$ cat config.mk
export PLATFORM = sky130hd
export DESIGN_NAME = im_loader
export DESIGN_NICKNAME = d
export VERILOG_FILES = /design/src/rtl/im_pkg.sv /design/src/rtl/im_word_packer.sv /design/src/rtl/im_loader.sv
export SDC_FILE = /design/constraint.sdc
export NUM_CORES = 1
export LEC_CHECK = 0
export BUFFER_PORTS_ARGS = -buffer_cell sky130_fd_sc_hd__buf_2
export CORE_UTILIZATION = 30
export CTS_CLUSTER_DIAMETER = 100
export DETAILED_ROUTE_END_ITERATION = 10
export SYNTH_ARGS = -nofsm -noshare
export SYNTH_HDL_FRONTEND = slang
export SYNTH_SLANG_ARGS = --single-unit
$ cat constraint.sdc
create_clock -name clk -period 2.8 [get_ports clk]
set_input_delay 0 -clock clk [delete_from_list [all_inputs] [get_ports clk]]
set_output_delay 0 -clock clk [all_outputs]
set_load 0.1 [all_outputs]
$ cat src/rtl/im_pkg.sv
// rtl/im_pkg.sv - shared constants and state encoding for the instruction-memory loader
package im_pkg;

  localparam int IM_ROM_WIDTH     = 32;
  localparam int IM_ROM_ADDR_BITS = 64;
  localparam int BYTES_PER_WORD   = 4;
  localparam int WORD_BITS        = BYTES_PER_WORD * 8;

  localparam logic [2:0] S_IDLE   = 3'd0;
  localparam logic [2:0] S_LEN_LO = 3'd1;
  localparam logic [2:0] S_LEN_HI = 3'd2;
  localparam logic [2:0] S_DATA   = 3'd3;
  localparam logic [2:0] S_FLUSH  = 3'd4;
  localparam logic [2:0] S_DONE   = 3'd5;

endpackage

$ cat src/rtl/im_word_packer.sv
// rtl/im_word_packer.sv - little-endian byte-to-word assembler with a 2-bit lane counter
module im_word_packer
  import im_pkg::*;
(
  input  logic                 clk,
  input  logic                 rst_n,
  input  logic                 clr,
  input  logic                 byte_valid,
  input  logic [7:0]           byte_data,
  output logic                 word_valid,
  output logic [WORD_BITS-1:0] word
);

  logic [1:0]           lane;
  logic [WORD_BITS-9:0] shreg;

  // Only the first three bytes are stored; the fourth is merged combinationally.
  assign word_valid = byte_valid && (lane == 2'd3);
  assign word       = {byte_data, shreg};

  always_ff @(posedge clk or negedge rst_n) begin
    if (!rst_n) begin
      lane  <= 2'd0;
      shreg <= '0;
    end else if (clr) begin
      lane  <= 2'd0;
      shreg <= '0;
    end else if (byte_valid) begin
      lane  <= lane + 2'd1;
      shreg <= {byte_data, shreg[WORD_BITS-9:8]};
    end
  end

endmodule

$ cat src/rtl/im_loader.sv
// rtl/im_loader.sv - fills instruction memory from a length-prefixed byte stream while holding the core
module im_loader
  import im_pkg::*;
#(
  parameter int ROM_WIDTH     = IM_ROM_WIDTH,
  parameter int ROM_ADDR_BITS = IM_ROM_ADDR_BITS,
  parameter int ADDR_W        = 16
) (
  input  logic                 clk,
  input  logic                 rst_n,
  input  logic                 start,
  input  logic                 in_valid,
  input  logic [7:0]           in_data,
  output logic                 in_ready,
  output logic                 im_we,
  output logic [ADDR_W-1:0]    im_addr,
  output logic [ROM_WIDTH-1:0] im_wdata,
  output logic                 cpu_hold,
  output logic                 done,
  output logic                 err
);

  logic [2:0]        state;
  logic [7:0]        len_lo;
  logic [15:0]       words_left;
  logic [ADDR_W-3:0] word_idx;
  logic              accept;
  logic              start_ok;
  logic              pk_word_valid;
  logic [WORD_BITS-1:0] pk_word;
  logic [15:0]       len_full;

  assign in_ready = (state == S_LEN_LO) || (state == S_LEN_HI) || (state == S_DATA);
  assign accept   = in_valid && in_ready;
  assign start_ok = start && ((state == S_IDLE) || (state == S_DONE));
  assign len_full = {in_data, len_lo};

  im_word_packer u_packer (
    .clk        (clk),
    .rst_n      (rst_n),
    .clr        (start_ok),
    .byte_valid (accept && (state == S_DATA)),
    .byte_data  (in_data),
    .word_valid (pk_word_valid),
    .word       (pk_word)
  );

  always_ff @(posedge clk or negedge rst_n) begin
    if (!rst_n) begin
      state      <= S_IDLE;
      len_lo     <= '0;
      words_left <= '0;
      word_idx   <= '0;
      im_we      <= 1'b0;
      im_addr    <= '0;
      im_wdata   <= '0;
      cpu_hold   <= 1'b0;
      done       <= 1'b0;
      err        <= 1'b0;
    end else begin
      im_we <= 1'b0;
      case (state)
        S_IDLE, S_DONE: begin
          if (start_ok) begin
            state    <= S_LEN_LO;
            done     <= 1'b0;
            err      <= 1'b0;
            cpu_hold <= 1'b1;
            word_idx <= '0;
          end
        end
        S_LEN_LO: begin
          if (accept) begin
            len_lo <= in_data;
            state  <= S_LEN_HI;
          end
        end
        S_LEN_HI: begin
          if (accept) begin
            words_left <= len_full;
            if (len_full == 16'd0) begin
              state    <= S_DONE;
              done     <= 1'b1;
              cpu_hold <= 1'b0;
            end else begin
              state <= S_DATA;
              err   <= int'(len_full) > ROM_ADDR_BITS;
            end
          end
        end
        S_DATA: begin
          if (pk_word_valid) begin
            // Words past the end of IM are consumed but never written.
            if (int'(word_idx) < ROM_ADDR_BITS) begin
              im_we    <= 1'b1;
              im_addr  <= {word_idx, 2'b00};
              im_wdata <= pk_word;
            end
            if (word_idx != '1) word_idx <= word_idx + 1'b1;
            words_left <= words_left - 16'd1;
            if (words_left == 16'd1) state <= S_FLUSH;
          end
        end
        S_FLUSH: begin
          state    <= S_DONE;
          done     <= 1'b1;
          cpu_hold <= 1'b0;
        end
        default: state <= S_IDLE;
      endcase
    end
  end

endmodule

# After elaboration in Yosys (flattened, before gate mapping)
# Cells that the tools add are included.
dict set report classes {
  n_addsub 3
  n_mul 0
  n_div 0
  magnitude_cmp 2
  n_eq_ne 16
  shift 0
  muxes 32
  bitwise 0
  n_reduce_logical 22
}
# cell count
set ops {}
lappend ops {{24-bit 2-to-1 mux} 2}
lappend ops {{14-bit 2-to-1 mux} 3}
lappend ops {{16-bit 2-to-1 mux} 2}
lappend ops {{16-bit one-hot mux with 2 select lines} 1}
lappend ops {{14-bit one-hot mux with 2 select lines} 1}
lappend ops {{3-bit 2-to-1 mux} 6}
lappend ops {{16-bit by 1-bit equality test with 1-bit output (second input constant)} 1}
lappend ops {{16-bit by 7-bit greater-than comparator with 1-bit output (second input constant)} 1}
lappend ops {{16-bit logical NOT} 1}
lappend ops {{16-bit by 1-bit subtractor with 16-bit output (second input constant)} 1}
lappend ops {{3-bit one-hot mux with 5 select lines} 1}
lappend ops {{14-bit by 1-bit adder with 14-bit output (second input constant)} 1}
lappend ops {{14-bit by 7-bit less-than comparator with 1-bit output (second input constant)} 1}
lappend ops {{14-bit inequality test (second input constant)} 1}
lappend ops {{4-bit AND reduction} 3}
lappend ops {{1-bit 2-to-1 mux} 11}
lappend ops {{2-bit inequality test (second input constant)} 5}
lappend ops {{2-bit nonzero test} 4}
lappend ops {{3-bit by 2-bit equality test with 1-bit output (second input constant)} 2}
lappend ops {{3-bit equality test (second input constant)} 2}
lappend ops {{2-bit by 1-bit inequality test with 1-bit output (second input constant)} 3}
lappend ops {{1-bit one-hot mux with 3 select lines} 2}
lappend ops {{3-bit AND reduction} 2}
lappend ops {{5-bit AND reduction} 1}
lappend ops {{other kinds (11)} 17}
dict set report word_totals {
  ff_bits 117
  latch_bits 0
  ram_bits 0
  rom_bits 0
  in_bits 12
  elab_cells 87
  mem_count 0
}

# Logic depth before layout (Yosys ltp)
dict set report depth {
  ltp_word 8
  depth_mapped 8
  mapped_depth_nobuf 7
}

# Hierarchy
# A second synthesis with hierarchy kept.
dict set report unflattened {
  cells_unflattened 505
  hier_area_um2 5625.4
}
# mod instances cells_per_inst area_each_um2 seq_area_each_um2
set by_module_without_submodules {}
lappend by_module_without_submodules {im_loader 1 411 4471.8 2277.2}
lappend by_module_without_submodules {im_word_packer 1 94 1153.6 650.6}

# Worst setup path after synthesis
# OpenSTA, ideal clock, no wires.
dict set report synth_timing {
  path_type {register to output}
  startpoint {register state[0]}
  endpoint {output in_ready}
  arrival_ns 2.045
  required_time_ns 2.800
  path_slack_ns 0.755
  path_stages_with_launch 5
  path_buffers 2
  cell_sequence {dfrtp_1 -> buf_4 -> clkbuf_1 -> nor2_1 -> nor2_1}
}
dict set report synth_via {
  elab_chain_len 3
  elab_cells_between_ends 5
  cone_classes {eq/ne (3); reduce/logical (2)}
}
# item line
set synth_lines {}
lappend synth_lines {{from (decl)} im_loader.sv:23} ;# logic [2:0] state;
lappend synth_lines {{from (signal assigned)} im_loader.sv:50} ;# state <= S_IDLE;
lappend synth_lines {{from (signal assigned)} im_loader.sv:65} ;# state <= S_LEN_LO;
lappend synth_lines {{from (signal assigned)} im_loader.sv:75} ;# state <= S_LEN_HI;
lappend synth_lines {{3-bit by 1-bit equality test with 1-bit output or 3-bit by 2-bit equality test with 1-bit output (tied branches)} im_loader.sv:33} ;# assign in_ready = (state == S_LEN_LO) || (state == S_LEN_HI) || (state == S_DATA);
lappend synth_lines {{1-bit logical OR} im_loader.sv:33}
lappend synth_lines {{1-bit logical OR *} im_loader.sv:33}
lappend synth_lines {{to (decl)} im_loader.sv:14} ;# output logic in_ready,
# Mark *: on every way between the ends. The rest lies on a longest branch, timed or not.

# Worst setup path after layout
dict set report layout_timing {
  startpoint {register state[1]}
  endpoint {register word_idx[10]}
}
dict set report layout_via {
  elab_chain_len 8
  elab_cells_between_ends 19
  cone_classes {eq/ne (7); mux (1); reduce/logical (11)}
}
# item line
set layout_lines {}
lappend layout_lines {{3-bit by 1-bit equality test with 1-bit output or 3-bit by 2-bit equality test with 1-bit output (tied branches)} im_loader.sv:33}
lappend layout_lines {{1-bit logical OR (2 in a row)} im_loader.sv:33}
lappend layout_lines {{1-bit logical AND} im_loader.sv:34} ;# assign accept = in_valid && in_ready;
lappend layout_lines {{1-bit logical AND} im_loader.sv:42} ;# .byte_valid (accept && (state == S_DATA)),
lappend layout_lines {{1-bit logical AND} im_word_packer.sv:18} ;# assign word_valid = byte_valid && (lane == 2'd3);
lappend layout_lines {{2-bit inequality test (no source line)} --}
lappend layout_lines {{4-bit AND reduction (no source line)} --}
lappend layout_lines {{to (signal assigned)} im_loader.sv:99} ;# if (word_idx != '1) word_idx <= word_idx + 1'b1;
lappend layout_lines {{to (decl)} im_loader.sv:26} ;# logic [ADDR_W-3:0] word_idx;
# Parallel ways exist; a longest one is shown, timed or not.
# A chain may end at the register's enable or synchronous reset.

==> metrics.txt <==
# TYPE chip_impl_metric gauge
chip_impl_info{name="status",value="finished, final reports clean"} 1
chip_impl_metric{name="clock.fmax",unit="MHz"} 440
chip_impl_metric{name="cts-root-to-sink-buffers",unit=""} 2
chip_impl_info{name="timing.setup.critical_path_class",value="flip-flop to flip-flop"} 1
chip_impl_metric{name="final_layout_size_suffix_gt1_share",unit="%"} 27.3
chip_impl_metric{name="max_slew.worst_pin.slew",unit="ps"} 776
chip_impl_metric{name="gp_routability_congestion",unit=""} 0.820
chip_impl_metric{name="detailedPlacementHpwl",unit="mm"} 8.55
chip_impl_info{name="critical_path.slowest_cell",value="sky130_fd_sc_hd__o32ai_2"} 1
chip_impl_metric{name="synth_edf_count",unit=""} 0
chip_impl_metric{name="internal_power",unit="uW"} 4990
chip_impl_metric{name="synthCells",unit=""} 517
chip_impl_metric{name="clk_pin_slew",unit="ps"} 60
chip_impl_info{name="crit_end",value="word_idx[10]"} 1
chip_impl_info{name="synthDominantAreaCellType",value="sky130_fd_sc_hd__dfrtp_1"} 1
chip_impl_metric{name="worst-endpoint-required",unit="ps"} 3130
chip_impl_info{name="most_frequent_cell_on_the_critical_path",value="sky130_fd_sc_hd__o21ai_0"} 1
chip_impl_metric{name="power.ir.vdd_worst",unit="uV"} 1000
chip_impl_metric{name="vias_after_detailed_routing",unit=""} 4194
chip_impl_metric{name="numCtsBuffers",unit=""} 17
chip_impl_metric{name="asyncSetResetFlopFracSynth",unit="%"} 100
chip_impl_metric{name="synth_warn",unit=""} 0
chip_impl_metric{name="detail_route.drc_violations",unit=""} 0
chip_impl_metric{name="yosysTopAreaCellShare",unit="%"} 53.5
chip_impl_metric{name="finish.net_count",unit=""} 599
chip_impl_metric{name="power.share.combinational",unit="%"} 43.6
chip_impl_metric{name="setup_viol",unit=""} 0
chip_impl_metric{name="via_count_normalized_by_instance_count",unit=""} 5.08
chip_impl_metric{name="drt-pass1-iter-count",unit=""} 5
chip_impl_metric{name="initialDrtViolationCount",unit=""} 238
chip_impl_metric{name="fin_setup_tns",unit="ps"} 0
chip_impl_metric{name="routed_wirelength",unit="mm"} 12.7
chip_impl_metric{name="worst_skew_pair.late_latency",unit="ps"} 410
chip_impl_metric{name="htree_levels",unit=""} 4
chip_impl_metric{name="floorplan.initialDensity",unit="%"} 30.6
chip_impl_metric{name="timing.hold.ws",unit="ps"} 153
chip_impl_metric{name="max_stage_delay",unit="ps"} 720
chip_impl_metric{name="max_cap_violations",unit=""} 0
chip_impl_metric{name="postRouteAntennaNets",unit=""} 0
chip_impl_info{name="postSynth.topFlopCell",value="sky130_fd_sc_hd__dfrtp_1"} 1
chip_impl_metric{name="p_leak",unit="uW"} 0.00312
chip_impl_metric{name="multi_input_comb_area",unit="um2"} 2330
chip_impl_metric{name="regToRegSetupSlack",unit="ps"} 530
chip_impl_info{name="worstPathCellList",value="inv_2 > or3_1 > o32ai_2 > o21ai_0 > o21ai_0"} 1
chip_impl_metric{name="place.port_buffers",unit=""} 62
chip_impl_metric{name="netlist-cell-type-count",unit=""} 58
chip_impl_metric{name="post_synth.cell_area_avg",unit="um2"} 10.6
chip_impl_metric{name="grt_first_pass_wirelength",unit="mm"} 21.0
chip_impl_info{name="hp-class",value="input pin to flip-flop"} 1
chip_impl_metric{name="power_frac_seq",unit="%"} 30.4
chip_impl_metric{name="coreArea",unit="um2"} 17900
chip_impl_info{name="timing.rr.start",value="state[1]"} 1
chip_impl_metric{name="cp.arrival",unit="ps"} 2610
chip_impl_metric{name="die_width",unit="um"} 137
chip_impl_metric{name="critical_path.max_fanout",unit=""} 14
chip_impl_metric{name="count_of_pins_over_their_slew_limit",unit=""} 0
chip_impl_metric{name="power.share.clock",unit="%"} 26.0
chip_impl_metric{name="insertedDiodeCount",unit=""} 0
chip_impl_metric{name="power.share.switching",unit="%"} 46.0
chip_impl_metric{name="globalRouteOverflowTotal",unit=""} 0
chip_impl_metric{name="area.growth.synth_to_final",unit="%"} 22.9
chip_impl_metric{name="period_minus_slack",unit="ps"} 2270
chip_impl_metric{name="maxSlewHeadroom",unit="%"} 48.3
chip_impl_info{name="cp_top_family",value="compound AO/OA/AOI/OAI gates"} 1
chip_impl_metric{name="die_area",unit="um2"} 18800
chip_impl_metric{name="grt_antenna_before_repair",unit=""} 0
chip_impl_metric{name="grt_use_total",unit="%"} 14.5
chip_impl_info{name="critical_path.endpoint_type",value="flip-flop"} 1
chip_impl_metric{name="cts_setup_buffers",unit=""} 0
chip_impl_metric{name="power_per_cell_area",unit="nW/um2"} 1370
chip_impl_metric{name="average_wire_per_cell_in_the_routed_design",unit="um"} 15.4
chip_impl_metric{name="net_switching_power",unit="uW"} 4250
chip_impl_metric{name="ys_seq_area_share",unit="%"} 53.5
chip_impl_metric{name="seq_area",unit="um2"} 2930
chip_impl_metric{name="count_of_state_elements_after_synthesis",unit=""} 117
chip_impl_metric{name="timing.critical_path.depth",unit=""} 5
chip_impl_metric{name="timing_hold_violations_final",unit=""} 0
chip_impl_metric{name="worst-path-buf-inv",unit=""} 1
chip_impl_info{name="rsz_0062_raised_after_global_routing",value="no"} 1
chip_impl_metric{name="numClockSinks",unit=""} 117
chip_impl_info{name="r2r-end",value="word_idx[10]"} 1
chip_impl_metric{name="r2r.worst_path.cells",unit=""} 5
chip_impl_metric{name="netlist_area",unit="um2"} 5480
chip_impl_info{name="critical_path.startpoint",value="state[1]"} 1
chip_impl_metric{name="floorplan.die.height",unit="um"} 137
chip_impl_metric{name="dpl_cell_area",unit="um2"} 5970
chip_impl_info{name="post_synth_main_area_contributors",value="sky130_fd_sc_hd__dfrtp_1 (53%), sky130_fd_sc_hd__mux2_4 (8.2%), sky130_fd_sc_hd__nand2_1 (5.1%)"} 1
chip_impl_metric{name="design.portCount",unit=""} 65
chip_impl_info{name="tritoncts",value="yes"} 1
chip_impl_info{name="cts_root_buf",value="sky130_fd_sc_hd__clkbuf_16"} 1
chip_impl_metric{name="fillCellCount",unit=""} 1796
chip_impl_metric{name="final_period_util",unit="%"} 81.2
chip_impl_metric{name="grt_start_max_net_pins",unit=""} 61
chip_impl_metric{name="via_count_of_the_first_global_routing_pass",unit=""} 4238
chip_impl_metric{name="final_area",unit="um2"} 6730
chip_impl_info{name="start_kind",value="flip-flop"} 1
chip_impl_metric{name="std_cell_rows",unit=""} 49
chip_impl_metric{name="worst_clock_skew",unit="ps"} 7.26
==> power by group through the flow <==
stage / clock network, uW / registers [uW] / logic (uW)
floorplan: 0 / 4400 / 1680
global placement: 0 / 2810 / 3940
detailed placement: 0 / 2830 / 4010
CTS: 2440 / 2810 / 4040
global route: 2520 / 2890 / 4300
finish: 2400 / 2810 / 4030
==> logic make-up (layout without fill, tap and decap cells) <==
logic type | Yosys count | count (layout) | share of synthesized area, %
AND/OR/NAND/NOR | 181 | 181 | 16.0
AO/OA/AOI/OAI | 118 | 118 | 13.1
flip-flops | 117 | 117 | 53.5
multiplexers | 46 | 46 | 11.5
buffers and inverters | 45 | 123 | 4.16
XOR/XNOR | 5 | 5 | 0.800
adder cells (fa/ha/maj) | 4 | 4 | 0.914
other | 1 | 2 | 0.0685
==> metal layers <==
layer | global-route usage [%] | part of all wire (%) | up-vias
li1 | - | - | 1958
met1 | 17.9 | 45 | 2096
met2 | 24.0 | 50 | 122
met3 | 3.89 | 4.0 | 18
met4 | 5.49 | 1.1 | 0
met5 | 0 | 0 | -
==> synthesized netlist by cell type (3+ instances only) <==
master                     instances
sky130_fd_sc_hd__buf_2             4
sky130_fd_sc_hd__and2_1           11
sky130_fd_sc_hd__a21oi_1          49
sky130_fd_sc_hd__o32ai_1           5
sky130_fd_sc_hd__clkbuf_1         19
sky130_fd_sc_hd__xnor2_1           5
sky130_fd_sc_hd__o21ai_1          11
sky130_fd_sc_hd__nand2b_1          3
sky130_fd_sc_hd__o22ai_1           3
sky130_fd_sc_hd__o21ai_0          13
sky130_fd_sc_hd__nor3_2            3
sky130_fd_sc_hd__mux2_4           30
sky130_fd_sc_hd__nor3_1            8
sky130_fd_sc_hd__nor4_1            7
sky130_fd_sc_hd__nand3_1          15
sky130_fd_sc_hd__o22a_1            3
sky130_fd_sc_hd__buf_6             4
sky130_fd_sc_hd__a31oi_1           9
sky130_fd_sc_hd__a21o_1            3
sky130_fd_sc_hd__nand2_1          75
sky130_fd_sc_hd__nor2_1           36
sky130_fd_sc_hd__and3_1            4
sky130_fd_sc_hd__mux2_2           16
sky130_fd_sc_hd__ha_1              4
sky130_fd_sc_hd__buf_4             6
sky130_fd_sc_hd__inv_1             8
sky130_fd_sc_hd__dfrtp_1         117
sky130_fd_sc_hd__o31ai_1           7
==> tightest hold or removal path, stage by stage <==
cell                      delay, ps
sky130_fd_sc_hd__buf_2          130
sky130_fd_sc_hd__nor2b_1        170
sky130_fd_sc_hd__nand3_1        120
sky130_fd_sc_hd__o21ai_0         90
==> cell usage in the layout (no fill, tap or decap), types with 3 or more instances in the layout <==
| cell | Yosys | layout |
|---|---|---|
| sky130_fd_sc_hd__nand3_1 | 15 | 14 |
| sky130_fd_sc_hd__buf_4 | 6 | 9 |
| sky130_fd_sc_hd__buf_2 | 4 | 61 |
| sky130_fd_sc_hd__a31oi_1 | 9 | 9 |
| sky130_fd_sc_hd__o22a_1 | 3 | 3 |
| sky130_fd_sc_hd__nand2b_1 | 3 | 3 |
| sky130_fd_sc_hd__dlygate4sd3_1 | 0 | 10 |
| sky130_fd_sc_hd__clkbuf_16 | 0 | 17 |
| sky130_fd_sc_hd__clkinv_2 | 0 | 3 |
| sky130_fd_sc_hd__o31ai_1 | 7 | 7 |
| sky130_fd_sc_hd__inv_1 | 8 | 8 |
| sky130_fd_sc_hd__mux2_2 | 16 | 16 |
| sky130_fd_sc_hd__nor4_1 | 7 | 7 |
| sky130_fd_sc_hd__clkinvlp_4 | 0 | 4 |
| sky130_fd_sc_hd__nand2_1 | 75 | 75 |
| sky130_fd_sc_hd__o32ai_1 | 5 | 5 |
| sky130_fd_sc_hd__nor3_1 | 8 | 8 |
| sky130_fd_sc_hd__a21oi_1 | 49 | 49 |
| sky130_fd_sc_hd__bufinv_16 | 0 | 5 |
| sky130_fd_sc_hd__nor3_2 | 3 | 3 |
| sky130_fd_sc_hd__a21o_1 | 3 | 3 |
| sky130_fd_sc_hd__xnor2_1 | 5 | 5 |
| sky130_fd_sc_hd__nor2_1 | 36 | 36 |
| sky130_fd_sc_hd__and3_1 | 4 | 4 |
| sky130_fd_sc_hd__and2_1 | 11 | 11 |
| sky130_fd_sc_hd__mux2_4 | 30 | 30 |
| sky130_fd_sc_hd__o21ai_0 | 13 | 13 |
| sky130_fd_sc_hd__dfrtp_1 | 117 | 117 |
| sky130_fd_sc_hd__ha_1 | 4 | 4 |
| sky130_fd_sc_hd__o22ai_1 | 3 | 3 |
| sky130_fd_sc_hd__o21ai_1 | 11 | 11 |
==> per-stage QoR <==
stage          total power (uW)  std cells  util, %  setup slack, ps
4_1_cts                    9290        825     37.6              548
2_1_floorplan              6090        518        -              755
3_3_place_gp               6750        783     33.4              681
5_1_grt                    9720        825     37.6              332
3_5_place_dp               6850        783     33.4              624
6_report                   9240        825     37.6              526
==> cell type report <==
class	instances	area share (%)
multi-input combinational	356	34.6
sequential	117	43.5
clock inverter	13	3.03
timing repair buffer	81	7.32
tap	229	4.26
clock buffer	19	6.73
inverter	10	0.558
==> state kept, by name, summed over array words and instances, names as in the netlist <==
signal and flops:
cpu_hold 1, done 1, err 1, im_addr 14, im_wdata 32, im_we 1
len_lo 8, state 3, u_packer.lane 2, u_packer.shreg 24, word_idx 14, words_left 16
==> how the worst min path moves through the flow <==
stage / from / end / slack [ps] / cells after the start
after floorplan: rst_n / cpu_hold / -300 / 0
after global placement: rst_n / im_addr[6] / 110 / 1
after detailed placement: rst_n / im_addr[7] / 120 / 1
after CTS: in_valid / err / 130 / 4
after global routing: in_valid / err / 150 / 4
final: in_valid / err / 150 / 4
==> what timing repair did <==
item                      in CTS  in global routing
hold endpoints to repair      87                  0
hold buffers                  10                  0
gates resized for setup        0                  0
No activity file was read; power rests on OpenSTA's default activity.
